==> config.mk <==
export PLATFORM = sky130hd
export DESIGN_NAME = mmio_sw_led
export DESIGN_NICKNAME = d
export VERILOG_FILES = /design/src/rtl/mmio_pkg.sv /design/src/rtl/sw_debounce.sv /design/src/rtl/mmio_sw_led.sv
export SDC_FILE = /design/constraint.sdc
export NUM_CORES = 1
export LEC_CHECK = 0
export BUFFER_PORTS_ARGS = -buffer_cell sky130_fd_sc_hd__buf_2
export CORE_MARGIN = 2
export CORE_UTILIZATION = 50
export CTS_CLUSTER_SIZE = 14
export DETAILED_ROUTE_END_ITERATION = 12
export PLACE_DENSITY = 0.75
export SLEW_MARGIN = 15
export SYNTH_ARGS = -nofsm -noshare
export SYNTH_HDL_FRONTEND = slang
export SYNTH_SLANG_ARGS = --single-unit
==> constraint.sdc <==
create_clock -name clk -period 3.46 [get_ports clk]
set_input_delay 0.519 -clock clk [delete_from_list [all_inputs] [get_ports clk]]
set_output_delay 0.519 -clock clk [all_outputs]
set_load 0.005 [all_outputs]
==> src/rtl/mmio_pkg.sv <==
// Shared constants for the switch/LED MMIO peripheral and its system decoder.
// No logic; constants only.
// Not applicable: no data path, no backpressure.
package mmio_pkg;

  // Register offsets within the peripheral window
  localparam logic [1:0] MMIO_SWDATA = 2'd0;
  localparam logic [1:0] MMIO_LED    = 2'd1;
  localparam logic [1:0] MMIO_STATUS = 2'd2;
  localparam logic [1:0] MMIO_CTRL   = 2'd3;

  // Bit positions inside STATUS and CTRL
  localparam int STATUS_CHG_BIT = 0;
  localparam int CTRL_IE_BIT    = 0;

  // Base of the I/O window the system decoder matches to raise cs
  localparam logic [15:0] MMIO_IO_BASE = 16'hFF00;

endpackage

==> src/rtl/sw_debounce.sv <==
// Two-flop synchroniser plus whole-vector debounce for the raw switch bank.
// Latency: clean step reaches o_sw_stable 2 + DB_CYCLES + 1 cycles after the input edge.
// No backpressure: samples every cycle; o_commit is a combinational pulse on the commit edge.
module sw_debounce #(
  parameter int N_SW      = 10,
  parameter int DB_CYCLES = 4
) (
  input  logic            clk,
  input  logic            rst,
  input  logic [N_SW-1:0] i_sw,
  output logic [N_SW-1:0] o_sw_stable,
  output logic            o_commit
);

  localparam int CNT_W = $clog2(DB_CYCLES + 1);
  localparam logic [CNT_W-1:0] CNT_MAX = CNT_W'(DB_CYCLES - 1);

  logic [N_SW-1:0]  r_sync1;
  logic [N_SW-1:0]  r_sync2;
  logic [N_SW-1:0]  r_cand;
  logic [CNT_W-1:0] r_cnt;
  logic [N_SW-1:0]  r_stable;
  logic             w_commit;

  // The commit is asserted on the same edge that loads r_stable so the top
  // level can set its change flag in lockstep with the new switch value.
  assign w_commit = (r_sync2 == r_cand) && (r_cnt == CNT_MAX) && (r_cand != r_stable);

  // Synchronise, then track a candidate vector and accept it once it has held long enough
  always_ff @(posedge clk) begin
    if (rst) begin
      r_sync1  <= '0;
      r_sync2  <= '0;
      r_cand   <= '0;
      r_cnt    <= '0;
      r_stable <= '0;
    end else begin
      r_sync1 <= i_sw;
      r_sync2 <= r_sync1;
      if (r_sync2 != r_cand) begin
        r_cand <= r_sync2;
        r_cnt  <= '0;
      end else if (r_cnt < CNT_MAX) begin
        r_cnt <= r_cnt + 1'b1;
      end else if (w_commit) begin
        r_stable <= r_cand;
      end
    end
  end

  assign o_sw_stable = r_stable;
  assign o_commit    = w_commit;

endmodule

==> src/rtl/mmio_sw_led.sv <==
// Switch/LED MMIO responder: debounced switch readback, LED register, change flag and level irq.
// Latency: writes land at the strobe edge; reads respond with rvalid/rdata one cycle later.
// No backpressure: every cs-qualified strobe is accepted; back-to-back reads every cycle.
module mmio_sw_led
  import mmio_pkg::*;
#(
  parameter int N_SW      = 10,
  parameter int DATA_W    = 16,
  parameter int DB_CYCLES = 4
) (
  input  logic              clk,
  input  logic              rst,
  input  logic              cs,
  input  logic [1:0]        addr,
  input  logic              we,
  input  logic              re,
  input  logic [DATA_W-1:0] wdata,
  output logic [DATA_W-1:0] rdata,
  output logic              rvalid,
  input  logic [N_SW-1:0]   SW,
  output logic [N_SW-1:0]   LEDR,
  output logic              irq
);

  logic [N_SW-1:0]   w_sw_stable;
  logic              w_commit;
  logic              w_wr;
  logic              w_rd;
  logic [DATA_W-1:0] w_rd_val;
  logic              w_unused;

  logic [N_SW-1:0]   r_led;
  logic              r_chg;
  logic              r_ie;
  logic [DATA_W-1:0] r_rdata;
  logic              r_rvalid;
  logic              r_irq;

  sw_debounce #(
    .N_SW      (N_SW),
    .DB_CYCLES (DB_CYCLES)
  ) u_sw_debounce (
    .clk         (clk),
    .rst         (rst),
    .i_sw        (SW),
    .o_sw_stable (w_sw_stable),
    .o_commit    (w_commit)
  );

  // A simultaneous write suppresses the read: no response and no STATUS clear.
  assign w_wr = cs & we;
  assign w_rd = cs & re & ~we;

  // Upper write-data bits have no register behind them.
  assign w_unused = ^wdata;

  // Zero-extended readback mux over the four registers
  always_comb begin
    w_rd_val = '0;
    case (addr)
      MMIO_SWDATA: w_rd_val[N_SW-1:0]     = w_sw_stable;
      MMIO_LED:    w_rd_val[N_SW-1:0]     = r_led;
      MMIO_STATUS: w_rd_val[STATUS_CHG_BIT] = r_chg;
      MMIO_CTRL:   w_rd_val[CTRL_IE_BIT]    = r_ie;
      default:     w_rd_val = '0;
    endcase
  end

  // Writable registers and the change flag; a new commit outranks the read-clear
  always_ff @(posedge clk) begin
    if (rst) begin
      r_led <= '0;
      r_ie  <= 1'b0;
      r_chg <= 1'b0;
    end else begin
      if (w_wr && addr == MMIO_LED) r_led <= wdata[N_SW-1:0];
      if (w_wr && addr == MMIO_CTRL) r_ie <= wdata[CTRL_IE_BIT];
      if (w_commit) begin
        r_chg <= 1'b1;
      end else if (w_rd && addr == MMIO_STATUS) begin
        r_chg <= 1'b0;
      end
    end
  end

  // Read response: captures pre-clear values one cycle after the strobe, zero when idle
  always_ff @(posedge clk) begin
    if (rst) begin
      r_rdata  <= '0;
      r_rvalid <= 1'b0;
    end else begin
      r_rvalid <= w_rd;
      r_rdata  <= w_rd ? w_rd_val : '0;
    end
  end

  // Registered level interrupt following chg AND ie
  always_ff @(posedge clk) begin
    if (rst) begin
      r_irq <= 1'b0;
    end else begin
      r_irq <= r_chg & r_ie;
    end
  end

  assign rdata  = r_rdata;
  assign rvalid = r_rvalid;
  assign LEDR   = r_led;
  assign irq    = r_irq;

endmodule

; ---- Yosys cells after proc, flatten, opt, wreduce, memory -nomap -nowiden
; Index checks and enable logic that the tools add are counted.
[word_totals]
regBits = 73
out_inout_bits = 28
[classes]
addsub = 1
n_lt_le_gt_ge = 1
n_eq_ne = 7
muxes = 4
bitwise_logic = 8
reduce_logical = 10
[op_table]
columns = cell, n
row1 = $ne A10 B10 Y1, 2
row2 = $pmux W9 S2, 1
row3 = $eq A10 B10 Y1, 1
row4 = $logic_and A1 B1 Y1, 5
row5 = $and A1 B1 Y1, 4
row6 = $eq A2 B2 Y1 const B, 2
row7 = $not A1 Y1, 4
row8 = $pmux W1 S4, 1
row9 = $reduce_or A2 Y1, 2
row10 = $add A3 B1 Y3 const B, 1
row11 = $eq A3 B2 Y1 const B, 1
row12 = $lt A3 B2 Y1 const B, 1
row13 = $reduce_and A3 Y1, 1
row14 = $eq A2 B1 Y1 const B, 1
row15 = $logic_not A2 Y1, 1
row16 = $mux W1, 2
row17 = $reduce_bool A2 Y1, 1

; ---- Longest topological paths before layout
[logic_depth]
ltp_word = 5
mapped_depth = 6

; ---- Cells and area by module
; From an unflattened synthesis, not the netlist that was laid out.
[hier_totals]
hier_cells = 255
hier_area_um2 = 2696.3
[modules_own_cells]
columns = mod, instances, cells_each, area_each_um2, seq_area_each_um2
row1 = sw_debounce, 1, 156, 1612.8, 860.8
row2 = mmio_sw_led, 1, 99, 1083.5, 480.5

; ---- Worst setup path before layout
; No wires, ideal clock.
[synth_path]
kind = register to register
startpoint = register u_sw_debounce.r_cand[5]
endpoint = register u_sw_debounce.r_stable[3], in the netlist u_sw_debounce.o_sw_stable[3]
setup_ps = 132
arrival_ps = 1318
path_slack_ps = 2010
path_stages_with_launch = 6
n_path_buf = 0
period_less_slack_ps = 1450
cell_sequence = dfxtp_1 xor2_1 nor4_2 nand4b_1 o21ai_0 a21oi_1
[synth_between]
elab_chain_cells = 4
[synth_lines]
columns = element, line_no
row1 = from (decl), sw_debounce.sv:20  ; logic [N_SW-1:0] r_cand;
row2 = from (signal assigned), sw_debounce.sv:41  ; r_cand <= r_sync2;
row3 = $eq A10 B10 Y1, sw_debounce.sv:27  ; assign w_commit = (r_sync2 == r_cand) && (r_cnt == CNT_MAX) && (r_cand != r_stable);
row4 = $logic_and A1 B1 Y1 (2 in a row), sw_debounce.sv:27
row5 = $reduce_and A3 Y1 (no line) (*), n/a
row6 = to (signal assigned), sw_debounce.sv:46  ; r_stable <= r_cand;
row7 = to (decl), sw_debounce.sv:22  ; logic [N_SW-1:0] r_stable;
; Every way passes the cells marked *; elsewhere a longest branch is shown, timed or not.
; A chain may end at the register's enable or synchronous reset.

; ---- Final worst setup path
[layout_path]
startpoint = register u_sw_debounce.r_cand[9]
endpoint = register u_sw_debounce.r_stable[8], in the netlist u_sw_debounce.o_sw_stable[8]
; The elaborated chain is that of the path after synthesis.

==> impl_results.md <==
* Total CTS buffers at 9
* Post-CTS sizing at 0
* Root buffer cell: clkbuf_8
* Final setup violation count at 0
* Most frequent cells in the layout: dfxtp_1, buf_2, nor2b_1
* VDD IR max at 0.326 mV
* Worst skew pair latency at 0.33 ns
* Fin. max-slew vios at 0
* Outcome: completed
* Vias per inst at 4.74
* Slew headroom at 0.299
* Residual DRC at 0
* Endpoints failing hold at 0
* Grt ovf at 0
* Starting Density at 0.524
* Synthesized area at 2490 um2
* Area grow syn2layout at 18.3%
* Mapped Avg Cell Area at 9.81 um2
* P_leak at 1.25 nW
* Post-synthesis register bit count at 67
* Power per cell area at 533 nW/um2
* TritonCTS Sinks at 67
* Hold Path Class: primary input to register
* Top Ports at 61
* Netlist cell types at 34
* Die area at 5560 um2
* Core ar. at 4750 um2
* Max-Cap Viols at 0
* Endpoint type of the worst setup path: register
* Share of cells above drive strength 1 at 0.221
* Global-route wire length before repair at 6.66 mm
* Max H-tree Level at 3
* Number of DRC markers in iteration 0 at 74
* WP data required at 3.71 ns
* Syn Inst Count at 254
* CP Max Fanout at 11
* Final net count at 335
* CTS max path bufs at 2
* EDFF count, synth at 0
* Die Width at 74.6 um
* Post-cts hold buffer count at 0
* DP Wirelength at 2.90 mm
* Chip Height at 74.6 um
* CTS tree: done
* Overall routed net length at 4.16 mm
* CTS clk-pin slew, worst paths at 0.06 ns
* DP Worst Slack at 1.40 ns
* IO Port Bufs at 48
* CP Class: register to register
* Initial antenna violation count at 0
* Final worst slack at 1.36 ns
* Final period util at 0.606
* Vias in the first global route at 1,516
* Type of origin of the critical path: register
* Total iterations of the first detailed-routing run at 4
* # diodes at 0
* Largest net degree at the start of global routing at 59
* Yosys Warn Count at 0
* Crit path DAT at 2.35 ns
* Tot GR Track Use at 0.162
* Clock Skew at 0.00733 ns
* DR WL/cell at 11.2 um
* Commonest non-fill, non-tap cell in the layout: dfxtp_1
* Max Clk Rate at 0.477 GHz
* Total negative slack at 0 ns
* Setup bufs post-CTS at 0
* Via count at 1,752
* Min Tclk post-route at 2.10 ns
* Top_reg_cell synth: dfxtp_1
* Asr flop ratio synth at 0
* Cell Rows at 25
* Unrepaired setup endpoints after global routing: false
* Detail Route Antenna Nets at 0
* Register area share after synthesis at 0.538
* Post-Route Utilization at 0.620
* Worst-margin pin slew at 1.04 ns
* Gpl congestion at 0.786
-- critical path, cell delays in order, from the launching register on --
cell	delay, ns
dfxtp_1	0.34
xnor2_1	0.21
nand4_1	0.14
o31ai_1	0.89
o21ai_0	0.28
a21oi_1	0.17
-- per-layer routing --
| layer | up-vias | routed length, um | GRT usage |
|---|---|---|---|
| met2 | 49 | 1880 | 0.263 |
| met3 | 10 | 214 | 0.0501 |
| met5 | - | 0 | 0 |
| met1 | 765 | 1970 | 0.185 |
| met4 | 0 | 99 | 0.107 |
| li1 | 928 | - | - |
-- worst paths after layout --
path                       startpoint                      endpoint  slack, ns  cells after the start
max reg2reg   u_sw_debounce.r_cand[9]  u_sw_debounce.o_sw_stable[8]       1.36                      5
min                             SW[9]      u_sw_debounce.r_sync1[9]       0.39                      2
max           u_sw_debounce.r_cand[9]  u_sw_debounce.o_sw_stable[8]       1.36                      5
min reg2reg  u_sw_debounce.r_sync1[3]      u_sw_debounce.r_sync2[3]       0.43                      1
-- registers in the layout, summed over array words and instances, names as in the netlist --
signal	flops
LEDR	10
rdata	10
u_sw_debounce.o_sw_stable	10
u_sw_debounce.r_cand	10
u_sw_debounce.r_sync1	10
u_sw_debounce.r_sync2	10
u_sw_debounce.r_cnt	3
irq	1
r_chg	1
r_ie	1
rvalid	1
-- per-stage QoR --
stage                     instance area (um2)  power [mW]  hold slack [ns]  instances
after floorplan                          2510       0.871            0.414        259
after global placement                   2730       0.892            0.417        356
after detailed placement                 2730       0.894            0.420        356
after CTS                                2950        1.59            0.375        370
after global routing                     2950        1.63            0.385        370
final                                    2950        1.57            0.393        370
-- area by class of cell --
| cell class | count | area (um2) |
|---|---|---|
| clock buffers | 12 | 155 |
| clock inverters | 2 | 60.1 |
| fillers | 419 | 1810 |
| inverters | 2 | 7.51 |
| multi-input cells | 172 | 1060 |
| flip-flops and latches | 67 | 1340 |
| well taps | 67 | 83.8 |
| repair buffers | 48 | 240 |
-- power breakdown --
group | internal [mW] | switching, mW
clock | 0.438 | 0.259
combinational | 0.0364 | 0.0392
sequential | 0.789 | 0.0104
-- kinds of logic (layout without fill, tap and decap cells) --
logic type,count (synthesis),after routing,synth area share
flops,67,67,0.538
simple gates,95,95,0.201
compound gates,38,38,0.0854
buf+inv,20,64,0.0437
mux,11,11,0.0492
other cells,1,6,0.00151
xor+xnor,20,20,0.0703
fa+ha+maj,2,2,0.0100
-- synth_stat cells, types with 2 or more instances --
cell type,number,area share
nand2_1,23,0.035
clkbuf_1,8,0.012
buf_4,6,0.018
ha_1,2,0.010
inv_1,2,0.0030
mux2i_1,10,0.040
nor2_1,16,0.024
nor2b_1,30,0.075
o21ai_0,11,0.022
nand4_1,3,0.0075
nor3_1,2,0.0040
a21oi_1,22,0.044
xnor2_1,10,0.035
buf_2,2,0.0040
dfxtp_1,67,0.54
nor4_2,2,0.010
nand3_1,12,0.024
xor2_1,10,0.035
Note: power is estimated with default switching activity, not from simulation.
